==> src/rtl/conv2d_engine.sv <==
// conv2d_engine: direct 2-D convolution, one multiply-accumulate per cycle.
// Ports: clk, rst (async, active high); start, relu_en, busy, done control;
//   img_addr/img_data and wgt_addr/wgt_data read ports (1-cycle latency);
//   out_valid/out_addr/out_data result write port.
module conv2d_engine #(
   parameter int DATA_W = 8,
   parameter int ACC_W  = 32,
   parameter int K      = 3,
   parameter int IN_W   = 8,
   parameter int IN_H   = 8,
   parameter int CH     = 1,
   localparam int OH    = IN_H - K + 1,
   localparam int OW    = IN_W - K + 1,
   localparam int IA_W  = (CH*IN_H*IN_W > 1) ? $clog2(CH*IN_H*IN_W) : 1,
   localparam int WA_W  = (CH*K*K > 1) ? $clog2(CH*K*K) : 1,
   localparam int OA_W  = (OH*OW > 1) ? $clog2(OH*OW) : 1
) (
   input  logic              clk,
   input  logic              rst,
   input  logic              start,
   input  logic              relu_en,
   output logic              busy,
   output logic              done,
   output logic [IA_W-1:0]   img_addr,
   input  logic [DATA_W-1:0] img_data,
   output logic [WA_W-1:0]   wgt_addr,
   input  logic [DATA_W-1:0] wgt_data,
   output logic              out_valid,
   output logic [OA_W-1:0]   out_addr,
   output logic [ACC_W-1:0]  out_data
);

   localparam int CHW = (CH > 1) ? $clog2(CH) : 1;
   localparam int KW  = (K > 1) ? $clog2(K) : 1;
   localparam int RW  = (OH > 1) ? $clog2(OH) : 1;
   localparam int CW  = (OW > 1) ? $clog2(OW) : 1;

   typedef enum logic [2:0] {
      IDLE,
      FETCH,
      DRAIN,
      WRITE,
      DONE
   } state_t;

   state_t state, state_n;

   logic [CHW-1:0] ch_q, ch_n;
   logic [KW-1:0]  ky_q, ky_n;
   logic [KW-1:0]  kx_q, kx_n;
   logic [RW-1:0]  r_q, r_n;
   logic [CW-1:0]  c_q, c_n;
   logic           load;
   logic           relu_q;
   logic           first_tap;
   logic           last_tap;
   logic           last_px;

   logic [IA_W-1:0] img_addr_n;
   logic [WA_W-1:0] wgt_addr_n;

   logic signed [2*DATA_W-1:0] prod;
   logic signed [ACC_W-1:0]    prod_ext;
   logic signed [ACC_W-1:0]    acc;

   assign busy = (state != IDLE);

   assign first_tap = (ch_q == '0) && (ky_q == '0) && (kx_q == '0);
   assign last_tap  = (ch_q == CHW'(CH-1)) && (ky_q == KW'(K-1))
                      && (kx_q == KW'(K-1));
   assign last_px   = (r_q == RW'(OH-1)) && (c_q == CW'(OW-1));

   always_comb begin
      prod     = $signed(img_data) * $signed(wgt_data);
      prod_ext = ACC_W'(prod);
   end

   // Counters always describe the tap whose address is on the bus;
   // load marks edges where the address registers move to the next tap.
   always_comb begin
      state_n = state;
      ch_n    = ch_q;
      ky_n    = ky_q;
      kx_n    = kx_q;
      r_n     = r_q;
      c_n     = c_q;
      load    = 1'b0;
      unique case (state)
         IDLE: begin
            if (start) begin
               state_n = FETCH;
               ch_n    = '0;
               ky_n    = '0;
               kx_n    = '0;
               r_n     = '0;
               c_n     = '0;
               load    = 1'b1;
            end
         end
         FETCH: begin
            if (last_tap) begin
               state_n = DRAIN;
            end else begin
               load = 1'b1;
               if (kx_q == KW'(K-1)) begin
                  kx_n = '0;
                  if (ky_q == KW'(K-1)) begin
                     ky_n = '0;
                     ch_n = ch_q + CHW'(1);
                  end else begin
                     ky_n = ky_q + KW'(1);
                  end
               end else begin
                  kx_n = kx_q + KW'(1);
               end
            end
         end
         DRAIN: state_n = WRITE;
         WRITE: begin
            ch_n = '0;
            ky_n = '0;
            kx_n = '0;
            if (last_px) begin
               state_n = DONE;
            end else begin
               state_n = FETCH;
               load    = 1'b1;
               if (c_q == CW'(OW-1)) begin
                  c_n = '0;
                  r_n = r_q + RW'(1);
               end else begin
                  c_n = c_q + CW'(1);
               end
            end
         end
         DONE:    state_n = IDLE;
         default: state_n = IDLE;
      endcase
   end

   always_comb begin
      img_addr_n = IA_W'(int'(ch_n)*IN_H*IN_W
                         + (int'(r_n) + int'(ky_n))*IN_W
                         + int'(c_n) + int'(kx_n));
      wgt_addr_n = WA_W'(int'(ch_n)*K*K + int'(ky_n)*K + int'(kx_n));
   end

   always_ff @(posedge clk or posedge rst) begin
      if (rst) begin
         state     <= IDLE;
         ch_q      <= '0;
         ky_q      <= '0;
         kx_q      <= '0;
         r_q       <= '0;
         c_q       <= '0;
         relu_q    <= 1'b0;
         acc       <= '0;
         img_addr  <= '0;
         wgt_addr  <= '0;
         out_valid <= 1'b0;
         out_addr  <= '0;
         out_data  <= '0;
         done      <= 1'b0;
      end else begin
         state <= state_n;
         ch_q  <= ch_n;
         ky_q  <= ky_n;
         kx_q  <= kx_n;
         r_q   <= r_n;
         c_q   <= c_n;
         if (load) begin
            img_addr <= img_addr_n;
            wgt_addr <= wgt_addr_n;
         end
         if (state == IDLE && start) begin
            relu_q <= relu_en;
         end
         // Data seen in the first FETCH cycle belongs to no tap of this
         // pixel, so that cycle clears instead of accumulating.
         if (state == FETCH) begin
            acc <= first_tap ? '0 : acc + prod_ext;
         end else if (state == DRAIN) begin
            acc <= acc + prod_ext;
         end
         out_valid <= (state == WRITE);
         done      <= (state == DONE);
         if (state == WRITE) begin
            out_addr <= OA_W'(int'(r_q)*OW + int'(c_q));
            out_data <= (relu_q && acc[ACC_W-1]) ? '0 : acc;
         end
      end
   end

endmodule
==> config.mk <==
export PLATFORM = sky130hd
export DESIGN_NAME = conv2d_engine
export DESIGN_NICKNAME = d
export VERILOG_FILES = /design/src/rtl/conv2d_engine.sv
export SDC_FILE = /design/constraint.sdc
export NUM_CORES = 1
export LEC_CHECK = 0
export CELL_PAD_IN_SITES_DETAIL_PLACEMENT = 0
export CELL_PAD_IN_SITES_GLOBAL_PLACEMENT = 1
export CORE_MARGIN = 10
export CORE_UTILIZATION = 51
export CTS_CLUSTER_SIZE = 16
export DETAILED_ROUTE_END_ITERATION = 12
export DONT_BUFFER_PORTS = 1
export GPL_TIMING_DRIVEN = 1
export PLACE_DENSITY_LB_ADDON = 0.1
export SYNTH_ARGS = -nofsm -noshare
export SYNTH_HDL_FRONTEND = slang
export SYNTH_SLANG_ARGS = --single-unit
==> constraint.sdc <==
create_clock -name clk -period 4 [get_ports clk]
set_clock_uncertainty 0.15 [all_clocks]
set_input_delay 0.4 -clock clk [delete_from_list [all_inputs] [get_ports clk]]
set_output_delay 0.4 -clock clk [all_outputs]
set_load 0.01 [all_outputs]
==> results.ini, run 1 <==
[cts]
cts_buffers = 9
cts_hold_buf = 0
cts_tree = yes
cts-root-buf = clkbuf_16
clk_pin_slew_ns = 0.08
clock-sinks = 97
htreeDepth = 3
clk_latency_ns = 0.35
cts_buffer_depth = 2

[drt]
vias = 6792
wl_per_cell_um = 16.6
postRouteAntennaNets = 0
initialDrtViolationCount = 285
drt-total-wl_um = 20800
drc_errors = 0
vias_per_cell = 5.41
dr.pass1.iters = 5

[yosys]
yosysSeqAreaShare_pct = 29.1
synth_nets = 1072
avgSynthCellArea_um2 = 9.12
ys_ff_latch = 97
syn_inst = 915
synth_common_cells = nand2_1 (127), inv_1 (116), dfrtp_1 (97), ha_1 (73), fa_1 (64)
syn_area_um2 = 8350
synth_area_leaders = dfrtp_1 (29%), fa_1 (15%), ha_1 (11%), nand2_1 (5.7%), inv_1 (5.2%)
async_flop_share_pct = 100
ys.flop_type = dfrtp_1
synth_edf_count = 0
ys_types = 59
synth.top_cell.area_share_pct = 29.1
yosysMostFrequentCell = nand2_1
ys.warnings.count = 0
yosys.area.top_type = dfrtp_1

[layout]
finalNonFillerCells = 1256
drive_above_1_share_pct = 25.8
final_nets = 1192
diodes = 0
areaGrowthSynthToFinish_pct = 25.1
final_util_pct = 65.5

[worst_setup_path]
crit_path_max_incr_delay_ns = 0.52
worst-path-buf-inv = 6
startpoint_type = input pin
path_common_cell = fa_1
required_ns = 4.07
crit_slowest_cell = fa_1
crit_fanout = 8
end_kind = flop
critical-path-top-delay-family = adder cells
ff2ff_setup_slack_ns = 0.50
r2r_start = ky_q[1]
worst-r2r-cell-count = 10
critPathKind = input pin to flop
rr_endpoint = wgt_addr[1]
cp.arrival_ns = 6.09

[grt]
use_met2_pct = 33.9
grt_pass1_wl_um = 35100
grtUsageMet1_pct = 24.4
antenna_found_initial = 0
busiest_layer = met2
grt_max_degree = 78
met3_usage_pct = 3.02
grt_usage_pct = 19.5
gr-total-overflow = 0
grt_pass1_vias = 7073

[min_path]
hp-class = input pin to asynchronous set/reset pin

[floorplan]
core_area_um2 = 15900
die_h_um = 148
start_util_pct = 52.4
num_rows = 46
die_area_um2 = 21900
io_pins = 71
die_w_um = 148

[outcome]
outcome = finished with violations
violations = setup timing

[timing]
hold_viol_final = 0
drv_slew = 0
tightest_slew_ns = 1.09
rsz0062_at_grt = true
fmax_mhz = 166
setup_ws_ns = -2.02
timing.setup.tns_ns = -37.59
layout_min_cycle_time_ns = 6.02
slew_headroom_pct = 27.4
min_period_over_period_pct = 151
finalSetupViolCount = 25

[placement]
gp_congestion = 0.839
placement.io_buffers = 0
post-dp-hpwl_um = 15900
dp_cells = 1220

[run]
maxCapViolCount = 0

sequential cells by signal (all words and copies together) (netlist names), 2 cells and up:
signal and flops:
acc 32, out_data 32, img_addr 6, out_addr 6, wgt_addr 4, c_q 3, r_q 3, state 3
kx_q 2, ky_q 2
cells in the final DEF, fill, tap and decap left out, types with 9 or more instances in the layout:
cell type / synthesis / routed
and2_1: 46 / 42
fa_1: 64 / 62
o21ai_0: 33 / 17
clkbuf_16: 0 / 9
nand2_1: 127 / 127
o21ai_1: 14 / 20
xor2_1: 22 / 22
a21oi_1: 46 / 27
dfrtp_1: 97 / 97
a21oi_2: 1 / 18
a21o_1: 25 / 25
buf_4: 0 / 114
nor2_1: 39 / 35
inv_1: 116 / 102
nand3_1: 43 / 40
o21ai_2: 1 / 10
ha_1: 73 / 55
nand2b_1: 12 / 11
inv_2: 0 / 13
buf_6: 0 / 15
nor2b_1: 14 / 13
ha_4: 0 / 13
xnor2_1: 28 / 23
area by class of cell:
class                           instances  area, um^2
Sequential cell                        97        2430
Timing Repair Buffer                  130        1040
Inverter                              116         438
Clock buffer                           10         239
Clock inverter                          6        50.0
Tap cell                              216         270
Multi-Input combinational cell        681        5970
Fill cell                            1350        5500
stage by stage:
stage | setup slack, ns | hold slack [ns] | area [um^2]
after global routing | -2.29 | 0.0512 | 10400
after detailed placement | -2.62 | 0.346 | 9540
after floorplan | -2.31 | 0.299 | 8510
final | -2.02 | 0.000117 | 10400
after global placement | -2.54 | 0.336 | 9540
after CTS | -2.02 | 0.0433 | 10200
timing repair:
action | CTS | global route
gates resized for setup | 54 | 48
setup endpoints to repair | 26 | 26
buffers inserted | 16 | 8
pin swaps | 53 | 37
cell families (layout without fill, tap and decap cells):
| group | Yosys count | count (layout) | share of synthesized area, % |
|---|---|---|---|
| DFF | 97 | 97 | 29.1 |
| adders and majority gates | 137 | 137 | 26.3 |
| and+or+nand+nor | 310 | 310 | 17.7 |
| muxes | 8 | 8 | 1.06 |
| xor gates and xnor gates | 50 | 50 | 5.25 |
| AOI/OAI and AO/OA | 176 | 176 | 14.5 |
| buffers and inverters | 137 | 262 | 6.18 |
worst max-delay path by stage:
stage | start | to | slack, ns | cells after the start
after detailed placement | img_data[5] | acc[31] | -2.62 | 28
final | wgt_data[0] | acc[29] | -2.02 | 28
after CTS | img_data[5] | acc[24] | -2.02 | 29
after global routing | wgt_data[0] | acc[30] | -2.29 | 29
after global placement | img_data[5] | acc[29] | -2.54 | 28
after floorplan | img_data[5] | acc[29] | -2.31 | 26
per-layer routing:
layer	part of all wire [%]	vias up
met1	43	3372
li1	-	3275
met3	4.0	24
met4	1.4	0
met5	0	-
met2	51	121
Power of run 1 is not shown: default switching activity piles up to over one toggle a cycle in this logic, so the estimate is an artifact.
==> run 2, diff against run 1 <==
GPL_TIMING_DRIVEN = 0   (was 1)
==> run 2 against run 1 <==
Compared with the run above: the run still ends with setup timing left; worst hold slack improved by 0.022 ns; cell area shrank 3.6%; first-iteration DRC count grew 26%; register-to-register slack hardly changed; count of clock-buffer cells in the layout rose by 1; setup slack gained 0.0098 ns; via count down 1.7%; die area unchanged; routed wire length about the same; sequential share of layout area increased by 0.86 points; critical endpoint is now acc[31].
==> results.ini, run 2 (synthesized netlist as in run 1, its figures left out) <==
[outcome]
outcome = finished with violations
violations = setup timing

[grt]
grt_max_degree = 64  ; -18%
grt_pass1_wl_um = 34200  ; -2.7%
grt_usage_pct = 19.0  ; -0.40 points
antenna_found_initial = 0  ; unchanged
grt_pass1_vias = 6834  ; -3.4%
gr-total-overflow = 0  ; unchanged

[cts]
clock-sinks = 97  ; unchanged
clk_latency_ns = 0.36  ; about the same
clk_pin_slew_ns = 0.08  ; about the same
cts_buffers = 9  ; unchanged
cts_buffer_depth = 2  ; unchanged
htreeDepth = 3  ; unchanged
cts-root-buf = clkbuf_16
cts_tree = yes

[worst_setup_path]
r2r_start = ky_q[1]
crit_path_max_incr_delay_ns = 0.53  ; about the same
cp_num_cells = 27  ; -3.6%
crit_fanout = 8  ; unchanged
critPathKind = input pin to flop
rr_endpoint = wgt_addr[1]
worst-r2r-cell-count = 10  ; unchanged
end_kind = flop
worstSetupStartpoint = img_data[3]
startpoint_type = input pin
critical-path-top-delay-family = adder cells
ff2ff_setup_slack_ns = 0.51  ; about the same
worst-path-buf-inv = 5  ; -1
required_ns = 4.14  ; +0.07 ns
crit_slowest_cell = fa_1
cp.arrival_ns = 6.15  ; +0.06 ns
endpoint = acc[31]
path_common_cell = fa_1

[placement]
post-dp-hpwl_um = 15600  ; -1.8%
gp_congestion = 0.893  ; +6.4%
placement.io_buffers = 0  ; unchanged
pre_cts_ws_ns = -2.87  ; -0.256 ns

[drt]
vias_per_cell = 5.58  ; +3.1%
dr.pass1.iters = 4  ; -1
drt-total-wl_um = 20800  ; about the same
wl_per_cell_um = 17.4  ; +4.9%
postRouteAntennaNets = 0  ; unchanged
drc_errors = 0  ; unchanged
vias = 6674  ; -1.7%
initialDrtViolationCount = 358  ; +26%

[floorplan]
io_pins = 71  ; unchanged
core_area_um2 = 15900  ; unchanged
die_area_um2 = 21900  ; unchanged
start_util_pct = 52.4  ; unchanged
num_rows = 46  ; unchanged
die_w_um = 148  ; unchanged
die_h_um = 148  ; unchanged

[timing]
finalSetupViolCount = 25  ; unchanged
drv_slew = 0  ; unchanged
hold_viol_final = 0  ; unchanged
tightest_slew_ns = 0.884  ; -0.203 ns
setup_ws_ns = -2.01  ; +0.00978 ns
timing.setup.tns_ns = -35.97  ; +1.61 ns
min_period_over_period_pct = 150  ; -0.24 points
fmax_mhz = 166  ; +0.16%
layout_min_cycle_time_ns = 6.01  ; -0.00978 ns
whs_ns = 0.0222  ; +0.0220 ns
rsz0062_at_grt = true
slew_headroom_pct = 41.1  ; +14 points

[layout]
multi_input_area_um2 = 6090  ; +2.1%
reg_top3 = acc: 32 flops, out_data: 32 flops
final_util_pct = 63.1  ; -2.3 points
mostFrequentLayoutCell = nand2_1
regArea_um2 = 2430  ; unchanged
final_cell_mix = nand2_1 (126), inv_1 (109), dfrtp_1 (97), fa_1 (62), ha_1 (52)
fillers = 1384  ; +2.5%
drive_above_1_share_pct = 19.2  ; -6.6 points
areaGrowthSynthToFinish_pct = 20.6
final_nets = 1133  ; -4.9%
diodes = 0  ; unchanged

[run]
maxCapViolCount = 0  ; unchanged

[min_path]
hp-class = input pin to flop
min_from = start

==> run 2: changes by cell type in the layout (fill, tap and decap cells not counted), moves of 6 or more <==
cell / previous run / this run
inv_1: 102 / 109
buf_4: 114 / 32
clkbuf_1: 0 / 19
inv_2: 13 / 6
ha_4: 13 / 19
==> run 2: how the worst min path moves through the flow <==
stage / to / slack (ns) / cells after the start
finish: r_q[2] / 0.02 / 1
global route: r_q[2] / 0.02 / 1
CTS: r_q[2] / 0.01 / 1
detailed placement: out_data[29] / 0.18 / 1
global placement: out_data[31] / 0.33 / 1
floorplan: out_data[31] / 0.30 / 1
==> run 2: final cells by class <==
| cell class | count | area share, % |
|---|---|---|
| multi-input combinational | 681 | 60.5 |
| sequential | 97 | 24.1 |
| timing repair buffer | 50 | 4.55 |
| inverter | 116 | 4.35 |
| tap | 216 | 2.68 |
| clock buffer | 11 | 2.41 |
| buffer | 21 | 0.895 |
| clock inverter | 5 | 0.460 |
==> run 2: timing repair <==
item | 4_1_cts | 5_1_grt
hold buffers | 1 | 0
setup endpoints to repair | 24 | 26
setup buffers | 30 | 19
pin swaps | 48 | 50
resized for setup | 60 | 61
hold endpoints to repair | 34 | 0
==> run 2: worst register-to-register path: stages, from the launching register on <==
cell	delay, ns
dfrtp_1	0.41
nor2b_1	0.14
ha_1	0.22
nor2b_1	0.16
o21ai_0	0.15
a21oi_1	0.36
inv_1	0.15
fa_1	0.51
fa_1	0.42
fa_1	0.44
mux2_2	0.27
==> run 2: per-stage QoR <==
step | instances | instance area [um^2]
finish | 1197 | 10100
CTS | 1178 | 9630
detailed placement | 1132 | 8810
global placement | 1131 | 8780
global route | 1197 | 10100
floorplan | 915 | 8510
==> run 2: per-layer routing <==
metal | vias to the layer above | global-route usage [%] | share of wire [%]
met3 | 34 | 3.42 | 4.6
met2 | 140 | 33.0 | 52
li1 | 3156 | - | -
met5 | - | 0 | 0
met4 | 0 | 6.14 | 2.1
met1 | 3344 | 23.5 | 42
Power of run 2 is left out for the same reason.
